File: src/rtl/lfsr_uart_tx_if.sv
`default_nettype none
// ==== lfsr_uart_tx_if : word-source / serial-status bundle for lfsr_uart_tx (rev 1.0) ====
interface lfsr_uart_tx_if #(
   parameter int FIFO_AW = 2
);
   logic [7:0]       data_in;
   logic             data_valid;
   logic             tx;
   logic             busy;
   logic             overflow;
   logic [FIFO_AW:0] fifo_count;

   modport master (
      output data_in,
      output data_valid,
      input  tx,
      input  busy,
      input  overflow,
      input  fifo_count
   );

   modport slave (
      input  data_in,
      input  data_valid,
      output tx,
      output busy,
      output overflow,
      output fifo_count
   );
endinterface
`default_nettype wire

File: src/rtl/lfsr_uart_tx.sv
`default_nettype none
// ==== lfsr_uart_tx : buffers LFSR words in a small FIFO and sends each as a UART 8N1 frame (rev 1.0) ====
module lfsr_uart_tx #(
   parameter int CLOCK_HZ = 6000,
   parameter int BAUD     = 300,
   parameter int FIFO_AW  = 2
) (
   input  wire logic     clk,
   input  wire logic     reset_n,
   lfsr_uart_tx_if.slave bus
);

   localparam int CLKS_PER_BIT = CLOCK_HZ / BAUD;
   localparam int CNT_W        = (CLKS_PER_BIT > 2) ? $clog2(CLKS_PER_BIT) : 1;
   localparam int DEPTH        = 1 << FIFO_AW;

   localparam logic [CNT_W-1:0]   BAUD_LAST  = CNT_W'(CLKS_PER_BIT - 1);
   localparam logic [FIFO_AW:0]   FULL_COUNT = (FIFO_AW + 1)'(DEPTH);

   generate
      if (CLKS_PER_BIT < 2) begin : g_bad_baud
         $error("lfsr_uart_tx: CLOCK_HZ/BAUD must be at least 2");
      end
      if (FIFO_AW < 1) begin : g_bad_depth
         $error("lfsr_uart_tx: FIFO_AW must be at least 1");
      end
   endgenerate

   typedef enum logic [1:0] {
      S_IDLE  = 2'd0,
      S_START = 2'd1,
      S_DATA  = 2'd2,
      S_STOP  = 2'd3
   } state_e;

   state_e               state_q;
   logic [CNT_W-1:0]     baud_q;
   logic [2:0]           bit_idx_q;
   logic [7:0]           shift_q;
   logic                 tx_q;

   logic [7:0]           mem_q [DEPTH];
   logic [FIFO_AW-1:0]   wr_ptr_q;
   logic [FIFO_AW-1:0]   rd_ptr_q;
   logic [FIFO_AW:0]     count_q;
   logic [FIFO_AW:0]     count_d;
   logic                 overflow_q;

   logic                 w_pop;
   logic                 w_push;
   logic                 w_drop;
   logic                 w_bit_end;

   // A full FIFO still accepts a word when the transmitter drains one in the same cycle.
   assign w_pop     = (state_q == S_IDLE) && (count_q != '0);
   assign w_push    = bus.data_valid && ((count_q != FULL_COUNT) || w_pop);
   assign w_drop    = bus.data_valid && !w_push;
   assign w_bit_end = (baud_q == BAUD_LAST);

   always_comb begin
      count_d = count_q;
      case ({w_push, w_pop})
         2'b10:   count_d = count_q + 1'b1;
         2'b01:   count_d = count_q - 1'b1;
         default: count_d = count_q;
      endcase
   end

   always_ff @(posedge clk or negedge reset_n) begin
      if (!reset_n) begin
         wr_ptr_q   <= '0;
         rd_ptr_q   <= '0;
         count_q    <= '0;
         overflow_q <= 1'b0;
      end else begin
         if (w_push) begin
            wr_ptr_q <= wr_ptr_q + 1'b1;
         end
         if (w_pop) begin
            rd_ptr_q <= rd_ptr_q + 1'b1;
         end
         count_q <= count_d;
         if (w_drop) begin
            overflow_q <= 1'b1;
         end
      end
   end

   // Storage needs no reset: only slots between the pointers are ever read.
   always_ff @(posedge clk) begin
      if (w_push) begin
         mem_q[wr_ptr_q] <= bus.data_in;
      end
   end

   always_ff @(posedge clk or negedge reset_n) begin
      if (!reset_n) begin
         state_q   <= S_IDLE;
         baud_q    <= '0;
         bit_idx_q <= '0;
         shift_q   <= '0;
         tx_q      <= 1'b1;
      end else begin
         case (state_q)
            S_IDLE: begin
               tx_q <= 1'b1;
               if (w_pop) begin
                  shift_q <= mem_q[rd_ptr_q];
                  baud_q  <= '0;
                  tx_q    <= 1'b0;
                  state_q <= S_START;
               end
            end

            S_START: begin
               if (w_bit_end) begin
                  baud_q    <= '0;
                  bit_idx_q <= '0;
                  tx_q      <= shift_q[0];
                  state_q   <= S_DATA;
               end else begin
                  baud_q <= baud_q + 1'b1;
               end
            end

            S_DATA: begin
               if (w_bit_end) begin
                  baud_q  <= '0;
                  shift_q <= {1'b0, shift_q[7:1]};
                  if (bit_idx_q == 3'd7) begin
                     tx_q    <= 1'b1;
                     state_q <= S_STOP;
                  end else begin
                     bit_idx_q <= bit_idx_q + 1'b1;
                     tx_q      <= shift_q[1];
                  end
               end else begin
                  baud_q <= baud_q + 1'b1;
               end
            end

            S_STOP: begin
               if (w_bit_end) begin
                  baud_q  <= '0;
                  tx_q    <= 1'b1;
                  state_q <= S_IDLE;
               end else begin
                  baud_q <= baud_q + 1'b1;
               end
            end

            default: begin
               baud_q  <= '0;
               tx_q    <= 1'b1;
               state_q <= S_IDLE;
            end
         endcase
      end
   end

   assign bus.tx         = tx_q;
   assign bus.busy       = (state_q != S_IDLE) || (count_q != '0);
   assign bus.overflow   = overflow_q;
   assign bus.fifo_count = count_q;

endmodule
`default_nettype wire

File: src/flat_wrapper.sv
// flat-port wrapper written by rule: the top's interface ports become plain ports
module lfsr_uart_tx_flat 
#(
   parameter int CLOCK_HZ = 6000,
   parameter int BAUD     = 300,
   parameter int FIFO_AW  = 2
)
  (clk, reset_n, bus_data_in, bus_data_valid, bus_tx, bus_busy, bus_overflow, bus_fifo_count);
  lfsr_uart_tx_if #(.FIFO_AW(FIFO_AW)) bus_i ();
  input  wire logic clk;
  input  wire logic reset_n;
  input wire logic [$bits(bus_i.data_in)-1:0] bus_data_in;
  input wire logic [$bits(bus_i.data_valid)-1:0] bus_data_valid;
  output wire logic [$bits(bus_i.tx)-1:0] bus_tx;
  output wire logic [$bits(bus_i.busy)-1:0] bus_busy;
  output wire logic [$bits(bus_i.overflow)-1:0] bus_overflow;
  output wire logic [$bits(bus_i.fifo_count)-1:0] bus_fifo_count;
  assign bus_i.data_in = bus_data_in;
  assign bus_i.data_valid = bus_data_valid;
  assign bus_tx = bus_i.tx;
  assign bus_busy = bus_i.busy;
  assign bus_overflow = bus_i.overflow;
  assign bus_fifo_count = bus_i.fifo_count;
  lfsr_uart_tx #(.CLOCK_HZ(CLOCK_HZ), .BAUD(BAUD), .FIFO_AW(FIFO_AW)) u_core (.clk(clk), .reset_n(reset_n), .bus(bus_i));
endmodule
File: config.mk
export PLATFORM = sky130hd
export DESIGN_NAME = lfsr_uart_tx_flat
export DESIGN_NICKNAME = d
export VERILOG_FILES = /design/src/rtl/lfsr_uart_tx_if.sv /design/src/rtl/lfsr_uart_tx.sv /design/src/flat_wrapper.sv
export SDC_FILE = /design/constraint.sdc
export NUM_CORES = 1
export LEC_CHECK = 0
export BUFFER_PORTS_ARGS = -buffer_cell sky130_fd_sc_hd__buf_4
export CAP_MARGIN = 40
export CORE_UTILIZATION = 35
export CTS_CLUSTER_SIZE = 40
export DETAILED_ROUTE_END_ITERATION = 10
export GPL_ROUTABILITY_DRIVEN = 1
export GPL_TIMING_DRIVEN = 0
export HOLD_SLACK_MARGIN = 0.1
export PLACE_DENSITY_LB_ADDON = 0.25
export SLEW_MARGIN = 10
export SYNTH_ARGS = -nofsm -noshare
export SYNTH_HDL_FRONTEND = slang
export SYNTH_SLANG_ARGS = --single-unit
File: constraint.sdc
create_clock -name clk -period 4.4 [get_ports clk]
set_input_delay 0.88 -clock clk [delete_from_list [all_inputs] [get_ports clk]]
set_output_delay 0.88 -clock clk [all_outputs]
set_load 0.02 [all_outputs]
==> flow_summary.yaml, run 1 <==
final_layout:
  number_of_nets_in_the_finished_design: 253
  area_delta_synth_final_pct: 15.7
  final_layout_size_suffix_gt1_share_pct: 22.2
  number_of_fillers_in_the_final_layout: 700
  seqCellArea_um2: 1640
  multi_input_comb_area_um2: 987
  num_antenna_cells: 0
floorplan:
  die_h_um: 90.2
  die-area_um2: 8140
  num_rows: 31
  core_um2: 7410
  chipWidth_um: 90.2
  initial_utilization_pct: 36.8
  num_io_pins: 17
synth:
  syn-num-nets: 226
  yosysTopAreaCellShare_pct: 35.3
  synth_cell_type_count: 41
  synth_async_sr_flop_share_pct: 45.8
  synthesis.yosys.warnings: 0
  synth_top_flop_cell: "edfxtp_1"
  synth_seq_cells: 59
  list_of_most_frequent_post_synthesis_cells: "32 x edfxtp_1, 26 x dfrtp_1, 16 x inv_1, 12 x ha_1, 11 x o21ai_0"
  post_synth_main_area_contributors: "edfxtp_1 35%, dfrtp_1 24%, ha_1 5.5%"
  syn-mean-instance-area_um2: 13.5
  synth-seq-area-share_pct: 60.1
  yosys.cell_count.top_type: "edfxtp_1"
  largest_area_contributor_in_the_netlist: "edfxtp_1"
  synth_cells: 202
  synthesis.area_um2: 2730
  synth_edf_count: 32
setup_path:
  regToRegSetupSlack_ps: 2190
  critical_path_arrival_ps: 1940
  worst_setup_path_endpoint: "bus_busy"
  required_ps: 3520
  source_of_the_critical_timing_path: "u_core.state_q[0]$_DFFE_PN0P_"
  worst-r2r-cell-count: 9
  crit-reg2reg-capture: "u_core.bus.fifo_count[2]$_DFFE_PN0P_"
  cp_max_fo: 10
  worstSetupEndpointType: "output port"
  startpoint_type: "register"
  regToRegStartpoint: "u_core.state_q[0]$_DFFE_PN0P_"
  timing_worst_setup_path_type: "reg2out"
cts:
  clock_tree.htree_level_count: 3
  holdBufCountCts: 0
  insertion_delay_ps: 340
  cts.repair_timing.setup_buffer_count: 0
  cts_made_buffers: 9
  cts-resized-gates: 0
  cts_tree: "done"
  clockRootBuffer: "clkbuf_8"
  clkTransAtPathRegs_ps: 70
  tritoncts_num_sinks: 59
  cts_buffer_depth: 2
drt:
  drt_iter0_drc: 64
  ant_nets: 0
  drt-wirelength-per-cell_um: 13.4
  drt-total-wl_um: 4470
  drt_first_pass_iters: 6
  vias: 1592
  viasPerCell: 4.78
  drcViolationCount: 0
sta:
  timing_worst_slew_pin_value_ps: 561
  fin_crit_ps: 2820
  fin_hold_ws_ps: 443
  finalSetupViolCount: 0
  finalSetupTns_ps: 0
  clock_skew_ps: 6.52
  grt_setup_unrepaired: "false"
  hold_viol: 0
  final_max_slew_viol_count: 0
  slew_headroom_pct: 62.4
  fmax_mhz: 355
  final_worst_path_period_share_pct: 64.0
placed_design:
  post-dp-hpwl_um: 3120
  globalplace.congestion: 0.734
  io_buffer_count: 16
grt:
  grt_start_max_net_pins: 28
  grt-ovfl-total: 0
  grt_pass1_vias: 1604
  grt_antenna_before_repair: 0
  grt_pass1_wl_um: 7750
  globalRouteTotalUtil_pct: 12.7
flow_run:
  cap_viol_max_count: 0
power:
  p_leak_nw: 1.30
  powerDensity_nw_per_um2: 694
  max-vdd-ir-drop_mv: 0.310
min_path:
  hold_path.class: "in2async"
status:
  run_status: "finished clean"
-- where the power goes --
group,internal (mW),switching [mW]
Combinational,0.415,0.449
Sequential,0.768,0.111
Clock,0.211,0.233
Total,1.39,0.793
-- metal layers --
| metal | track usage [%] | up-vias | wire length, µm |
|---|---|---|---|
| li1 | - | 791 | - |
| met1 | 15.3 | 769 | 2120 |
| met2 | 19.3 | 22 | 2060 |
| met3 | 6.01 | 10 | 193 |
| met4 | 5.78 | 0 | 93 |
| met5 | 0 | - | 0 |
-- flip-flops by register name, indices dropped and copies added, names as in the netlist --
| signal | count |
|---|---|
| u_core.wr_ptr_q | 2 |
| u_core.baud_q | 5 |
| u_core.rd_ptr_q | 2 |
| u_core.mem_q | 32 |
| u_core.bus.overflow | 1 |
| u_core.bus.fifo_count | 3 |
| u_core.bit_idx_q | 3 |
| u_core.state_q | 2 |
| u_core.bus.tx | 1 |
| u_core.shift_q | 8 |
-- placed cells by master, fill, tap and decap left out, drive strengths merged, types with 2 or more instances in the layout --
| master | instances |
|---|---|
| nand2b | 4 |
| inv | 19 |
| or2 | 2 |
| clkbuf | 10 |
| clkinvlp | 2 |
| nand2 | 8 |
| mux2 | 9 |
| buf | 22 |
| a221oi | 7 |
| and2 | 5 |
| ha | 12 |
| nor4b | 2 |
| xnor2 | 4 |
| nor2 | 6 |
| a22o | 2 |
| o21ai | 11 |
| a211oi | 7 |
| a21oi | 4 |
| mux2i | 11 |
| dfrtp | 26 |
| edfxtp | 32 |
| a31oi | 2 |
| clkinv | 2 |
| nor2b | 9 |
| o22ai | 2 |
-- cell families after synthesis --
family                   after synthesis  share of synthesized area [%]
adder cells (fa/ha/maj)               13                           6.24
AND/OR/NAND/NOR                       43                           9.00
multiplexers                          21                           10.0
flip-flops                            59                           60.1
buffers and inverters                 23                           3.67
AO/OA/AOI/OAI                         38                           9.37
XOR/XNOR                               5                           1.61
-- worst min-delay path by stage --
stage                                 endpoint  cells past startpoint                            start  slack (ps)
2_1_floorplan    u_core.shift_q[7]$_DFFE_PN0P_                      2    u_core.shift_q[7]$_DFFE_PN0P_         470
3_3_place_gp   u_core.bus.overflow$_DFFE_PN0P_                      1  u_core.bus.overflow$_DFFE_PN0P_         440
3_5_place_dp   u_core.bus.overflow$_DFFE_PN0P_                      1  u_core.bus.overflow$_DFFE_PN0P_         450
4_1_cts           u_core.baud_q[2]$_DFFE_PN0N_                      1                          reset_n         440
5_1_grt           u_core.baud_q[2]$_DFFE_PN0N_                      1                          reset_n         450
6_report          u_core.baud_q[3]$_DFFE_PN0N_                      1                          reset_n         440
-- worst max-delay path: stages, from the launching register on --
cell and delay, ps:
dfrtp_1 400, inv_1 120, ha_1 240, nor4b_1 320
buf_2 270, inv_1 80, buf_4 160
-- area by class of cell --
type                       instances  share of cell area [%]
sequential                        59                    52.0
multi-input combinational        120                    31.3
clock buffer                       9                    3.93
inverter                          16                    1.91
buffer                             7                    1.27
tap                               99                    3.93
timing repair buffer              16                    3.81
clock inverter                     7                    1.87
-- through the flow --
stage | instance area [µm²] | total power, mW | std cells | utilization, % | setup slack, ps
3_5_place_dp | 2970 | 1.77 | 317 | 40.1 | 1920
5_1_grt | 3150 | 2.36 | 333 | 42.5 | 1380
3_3_place_gp | 2970 | 1.75 | 317 | 40.1 | 1920
4_1_cts | 3150 | 2.22 | 333 | 42.5 | 1540
2_1_floorplan | 2730 | 1.54 | 202 | - | 2250
6_report | 3150 | 2.19 | 333 | 42.5 | 1580
Power figures use the tool's default switching activity.
==> run 2, diff against run 1 <==
--- a/config.mk
+++ b/config.mk
@@ -5,6 +5,7 @@
 export SDC_FILE = /design/constraint.sdc
 export NUM_CORES = 1
 export LEC_CHECK = 0
+export ABC_AREA = 1
 export BUFFER_PORTS_ARGS = -buffer_cell sky130_fd_sc_hd__buf_4
 export CAP_MARGIN = 40
 export CORE_UTILIZATION = 35
==> constraint.sdc (replaced) <==
create_clock -name clk -period 2.6 [get_ports clk]
set_input_delay 0.52 -clock clk [delete_from_list [all_inputs] [get_ports clk]]
set_output_delay 0.52 -clock clk [all_outputs]
set_load 0.02 [all_outputs]
==> flow_summary.yaml, run 2 <==
status:
  run_status: "finished clean"
synth:
  synthesis.area_um2: 2770
  syn-mean-instance-area_um2: 9.72
  post_synth_main_area_contributors: "edfxtp_1 35%, dfrtp_1 23%, nand2_1 12%"
  syn-num-nets: 309
  synth_edf_count: 32
  yosys.cell_count.top_type: "nand2_1"
  largest_area_contributor_in_the_netlist: "edfxtp_1"
  synth_top_flop_cell: "edfxtp_1"
  yosysTopAreaCellShare_pct: 34.7
  list_of_most_frequent_post_synthesis_cells: "89 x nand2_1, 36 x nand3_1, 32 x edfxtp_1, 27 x inv_1, 26 x dfrtp_1"
  synth-seq-area-share_pct: 59.1
  synth_cells: 285
  synth_cell_type_count: 28
  synthesis.yosys.warnings: 0
  synth_async_sr_flop_share_pct: 45.8
  synth_seq_cells: 59
sta:
  hold_viol: 0
  slew_headroom_pct: 43.9
  final_worst_path_period_share_pct: 87.3
  finalSetupViolCount: 0
  grt_setup_unrepaired: "false"
  final.setup.worst_slack_ps: 331
  timing_worst_slew_pin_value_ps: 839
  clock_skew_ps: 6.68
  fin_crit_ps: 2270
  finalSetupTns_ps: 0
  fmax_mhz: 441
  final_max_slew_viol_count: 0
cts:
  cts_tree: "done"
  holdBufCountCts: 1
  cts-resized-gates: 0
  clock_tree.htree_level_count: 3
  clockRootBuffer: "clkbuf_8"
  cts.repair_timing.setup_buffer_count: 0
  cts_made_buffers: 9
  clkTransAtPathRegs_ps: 70
  cts_buffer_depth: 2
  tritoncts_num_sinks: 59
  insertion_delay_ps: 340
placed_design:
  globalplace.congestion: 0.725
  io_buffer_count: 16
  post-dp-hpwl_um: 3500
  placement.setup.worst_slack_ps: 354
setup_path:
  required_ps: 2570
  cp_max_fo: 8
  worstPathCellList: "inv_1 -> ha_1 -> nor2_1 -> nand2_1 -> nand2_1 -> nor2_1"
  timing_worst_setup_path_type: "reg2reg"
  worst_path_largest_cell_delay_ps: 690
  critical_path.n_buffers_inverters: 1
  startpoint_type: "register"
  regToRegSetupSlack_ps: 330
  worst_path_dominant_cell_family: "simple AND/OR/NAND/NOR gates"
  worstSetupEndpointType: "register"
  critical_path_arrival_ps: 2230
  worst_path_max_delay_cell: "nor2_1"
grt:
  grt_antenna_before_repair: 0
  grt_start_max_net_pins: 28
  met3_usage_pct: 3.85
  gr_layer_usage_met2_pct: 22.7
  grt_pass1_wl_um: 9070
  grt_pass1_vias: 1910
  grt-ovfl-total: 0
  globalRouteTotalUtil_pct: 14.5
  grt_busiest_layer: "met2"
  gr-usage-met1_pct: 18.6
final_layout:
  max_flop_register: "u_core.mem_q"
  final_util_pct: 42.8
  mostFrequentLayoutCells: "89 x nand2_1, 36 x nand3_1, 32 x edfxtp_1, 27 x inv_1, 26 x dfrtp_1"
  final_layout_size_suffix_gt1_share_pct: 14.5
  area_delta_synth_final_pct: 18.8
  largest_register_ffs: 32
  number_of_nets_in_the_finished_design: 337
  final_common_cell: "nand2_1"
  num_antenna_cells: 0
  reg_top3: "u_core.mem_q (32), u_core.shift_q (8), u_core.baud_q (5)"
drt:
  drt-total-wl_um: 5310
  drt_iter0_drc: 76
  drt-wirelength-per-cell_um: 12.6
  viasPerCell: 4.56
  ant_nets: 0
  drcViolationCount: 0
  drt_first_pass_iters: 4
  vias: 1914
power:
  finalPower_mw: 2.69
  p_leak_nw: 1.50
  max-vdd-ir-drop_mv: 0.358
  powerDensity_nw_per_um2: 817
floorplan:
  die-area_um2: 8280
  core_um2: 7690
  chipWidth_um: 91.0
  initial_utilization_pct: 36.1
  die_h_um: 91.0
  num_io_pins: 17
  num_rows: 32
min_path:
  hold_path.class: "in2reg"
flow_run:
  cap_viol_max_count: 0
-- run 2: cell count changes after synthesis, moves of 7 or more --
cell	change
nand2_1	+81
nand3_1	+35
mux2_4	-7
a221oi_1	-7
inv_1	+11
mux2i_1	-10
nor2b_1	-9
nor2_1	+9
a211oi_1	-7
-- run 2: final timing paths --
path,end,depth (start not counted),from
max,u_core.mem_q[0][0]$_DFFE_PP_,6,u_core.state_q[1]$_DFFE_PN0P_
min,u_core.mem_q[1][1]$_DFFE_PP_,1,bus_data_in[1]
max reg2reg,u_core.mem_q[0][0]$_DFFE_PP_,6,u_core.state_q[1]$_DFFE_PN0P_
min reg2reg,u_core.shift_q[5]$_DFFE_PN0P_,2,u_core.shift_q[5]$_DFFE_PN0P_
max in group asynchronous,u_core.bus.tx$_DFFE_PN1P_,2,reset_n
min in group asynchronous,u_core.baud_q[1]$_DFFE_PN0N_,2,reset_n
-- run 2: power by group --
part | leakage, nW | total [mW] | internal (mW) | switching [mW]
logic | 0.763 | 0.386 | 0.132 | 0.254
registers | 0.614 | 1.19 | 1.14 | 0.0542
clock network | 0.127 | 1.11 | 0.732 | 0.378
total | 1.50 | 2.69 | 2.00 | 0.687
-- run 2: final cells by class --
class                   instances  area, µm²
fillers                       764       4390
flip-flops and latches         59       1640
inverters                      28        105
well taps                     102        128
repair buffers                 17        130
multi-input cells             191        993
clock inverters                 7        140
plain buffers                   7       35.0
clock buffers                   9        124
-- run 2: kinds of logic after synthesis --
family	count (synthesis)	synth area share (%)
xor+xnor	4	1.26
compound gates	25	4.92
fa+ha+maj	13	6.14
buf+inv	35	5.06
flops	59	59.1
simple gates	149	23.5
-- run 2: per-stage QoR --
step                      cells  hold WS [ps]  instance area [µm²]
after floorplan             285           224                 2770
after CTS                   420           361                 3290
after global placement      403           462                 3020
after global routing        420           361                 3290
after detailed placement    403           462                 3020
final                       420           375                 3290
-- run 2: worst register-to-register path, stage by stage (launching register included) --
cell	delay [ps]
dfrtp_1	420
inv_1	130
ha_1	270
nor2_1	80
nand2_1	120
nand2_1	190
nor2_1	690
-- run 2: per-layer routing --
metal,routed length (µm),vias up
li1,-,992
met4,50,0
met3,221,4
met5,0,-
met2,2550,32
met1,2490,886
==> run 3, diff against run 2 <==
--- a/config.mk
+++ b/config.mk
@@ -8,6 +8,8 @@
 export ABC_AREA = 1
 export BUFFER_PORTS_ARGS = -buffer_cell sky130_fd_sc_hd__buf_4
 export CAP_MARGIN = 40
+export CELL_PAD_IN_SITES_DETAIL_PLACEMENT = 0
+export CELL_PAD_IN_SITES_GLOBAL_PLACEMENT = 1
 export CORE_UTILIZATION = 35
 export CTS_CLUSTER_SIZE = 40
 export DETAILED_ROUTE_END_ITERATION = 10
==> flow_summary.yaml, run 3 (synthesized netlist as in run 2, its figures left out) <==
power:
  total_switching_power_mw: 0.666
  powerDensity_nw_per_um2: 715
  clkPwrFrac_pct: 30.2
  internal_power_mw: 1.60
  p_leak_nw: 1.45
  combinational_cell_fraction_of_total_power_pct: 17.2
  max-vdd-ir-drop_mv: 0.336
  finalPower_mw: 2.27
  sequentialPowerShare_pct: 52.7
  power.switching_fraction_pct: 29.3
flow_run:
  cap_viol_max_count: 0
cts:
  tritoncts_num_sinks: 59
  clkTransAtPathRegs_ps: 70
  cts_tree: "done"
  holdBufCountCts: 0
  insertion_delay_ps: 330
  cts_buffer_depth: 2
  cts_made_buffers: 9
  cts-resized-gates: 0
  clockRootBuffer: "clkbuf_8"
  cts.repair_timing.setup_buffer_count: 0
  clock_tree.htree_level_count: 3
sta:
  final_worst_path_period_share_pct: 86.3
  finalSetupTns_ps: 0
  slew_headroom_pct: 45.2
  final_max_slew_viol_count: 0
  fmax_mhz: 446
  timing_worst_slew_pin_value_ps: 819
  grt_setup_unrepaired: "false"
  fin_crit_ps: 2240
  fin_hold_ws_ps: 94.7
  hold_viol: 0
  finalSetupViolCount: 0
  clock_skew_ps: 5.49
grt:
  grt_pass1_wl_um: 9590
  grt_antenna_before_repair: 0
  globalRouteTotalUtil_pct: 15.1
  grt_pass1_vias: 1979
  grt_start_max_net_pins: 28
  grt-ovfl-total: 0
floorplan:
  die_h_um: 91.0
  initial_utilization_pct: 36.1
  num_io_pins: 17
  chipWidth_um: 91.0
  die-area_um2: 8280
  num_rows: 32
  core_um2: 7690
setup_path:
  startpoint_type: "register"
  cp_max_fo: 8
  required_ps: 2560
  regToRegSetupSlack_ps: 360
  critical_path_arrival_ps: 2200
  worstSetupEndpointType: "register"
  timing_worst_setup_path_type: "reg2reg"
placed_design:
  post-dp-hpwl_um: 3730
  globalplace.congestion: 0.716
  io_buffer_count: 16
final_layout:
  number_of_fillers_in_the_final_layout: 792
  final_layout_size_suffix_gt1_share_pct: 14.2
  number_of_nets_in_the_finished_design: 336
  mostFrequentLayoutCells: "89 x nand2_1, 36 x nand3_1, 32 x edfxtp_1, 27 x inv_1, 26 x dfrtp_1"
  max_flop_register: "u_core.mem_q"
  reg_top3: "u_core.mem_q (32), u_core.shift_q (8), u_core.baud_q (5)"
  num_antenna_cells: 0
  largest_register_ffs: 32
  final_common_cell: "nand2_1"
  area_delta_synth_final_pct: 14.6
min_path:
  hold_path.class: "in2async"
status:
  run_status: "finished clean"
drt:
  drt-total-wl_um: 5550
  vias: 1924
  drt_iter0_drc: 93
  drcViolationCount: 0
  viasPerCell: 4.60
  ant_nets: 0
  drt_first_pass_iters: 4
  drt-wirelength-per-cell_um: 13.3
run 3: changes by cell type in the layout (fill, tap and decap cells not counted):
cell / delta
bufinv_16: -4
clkinv_2: +3
dlygate4sd3_1: -1
clkinvlp_4: +1
clkinv_4: -1
run 3: worst max-delay path: stages (launching register included):
cell	delay (ps)
dfrtp_1	420
inv_1	130
ha_1	280
nor2_1	70
nand2_1	120
nand2_1	180
nor2_1	670
run 3: layout make-up:
type	instances	area, µm²	share of cell area, %
clock inverters	6	33.8	1.06
flip-flops and latches	59	1640	51.6
plain buffers	7	35.0	1.10
inverters	28	105	3.31
clock buffers	9	124	3.90
well taps	102	128	4.02
repair buffers	16	120	3.78
multi-input cells	191	993	31.3
run 3: through the flow:
step | worst slack [ps] | cells | instance area [µm²] | utilization (%)
floorplan | 809 | 285 | 2770 | -
global placement | 345 | 403 | 3020 | 39.3
detailed placement | 346 | 403 | 3020 | 39.3
CTS | 319 | 418 | 3180 | 41.3
global route | 163 | 418 | 3180 | 41.3
finish | 357 | 418 | 3180 | 41.3
run 3: final timing paths:
path                                                      start                               to  cells past startpoint
worst max-delay path              u_core.state_q[1]$_DFFE_PN0P_     u_core.mem_q[2][1]$_DFFE_PP_                      6
worst min-delay path                                    reset_n  u_core.bit_idx_q[1]$_DFFE_PN0P_                      1
worst max register to register    u_core.state_q[1]$_DFFE_PN0P_     u_core.mem_q[2][1]$_DFFE_PP_                      6
min in group clk                                 bus_data_in[2]     u_core.mem_q[0][2]$_DFFE_PP_                      1
max in group asynchronous                               reset_n        u_core.bus.tx$_DFFE_PN1P_                      1
worst min register to register  u_core.bus.overflow$_DFFE_PN0P_  u_core.bus.overflow$_DFFE_PN0P_                      1
run 3: power by group through the flow:
stage	Combinational [mW]	Clock [mW]	Sequential [mW]
floorplan	0.231	0	1.24
global placement	0.388	0	1.21
detailed placement	0.394	0	1.22
CTS	0.395	0.708	1.20
global route	0.438	0.747	1.21
finish	0.390	0.685	1.20
run 3: routing by layer:
layer | vias to the layer above | track usage [%] | share of wire [%]
met2 | 26 | 25.7 | 49
li1 | 987 | - | -
met3 | 4 | 4.61 | 3.4
met5 | - | 0 | 0
met1 | 907 | 18.3 | 46
met4 | 0 | 5.16 | 0.87
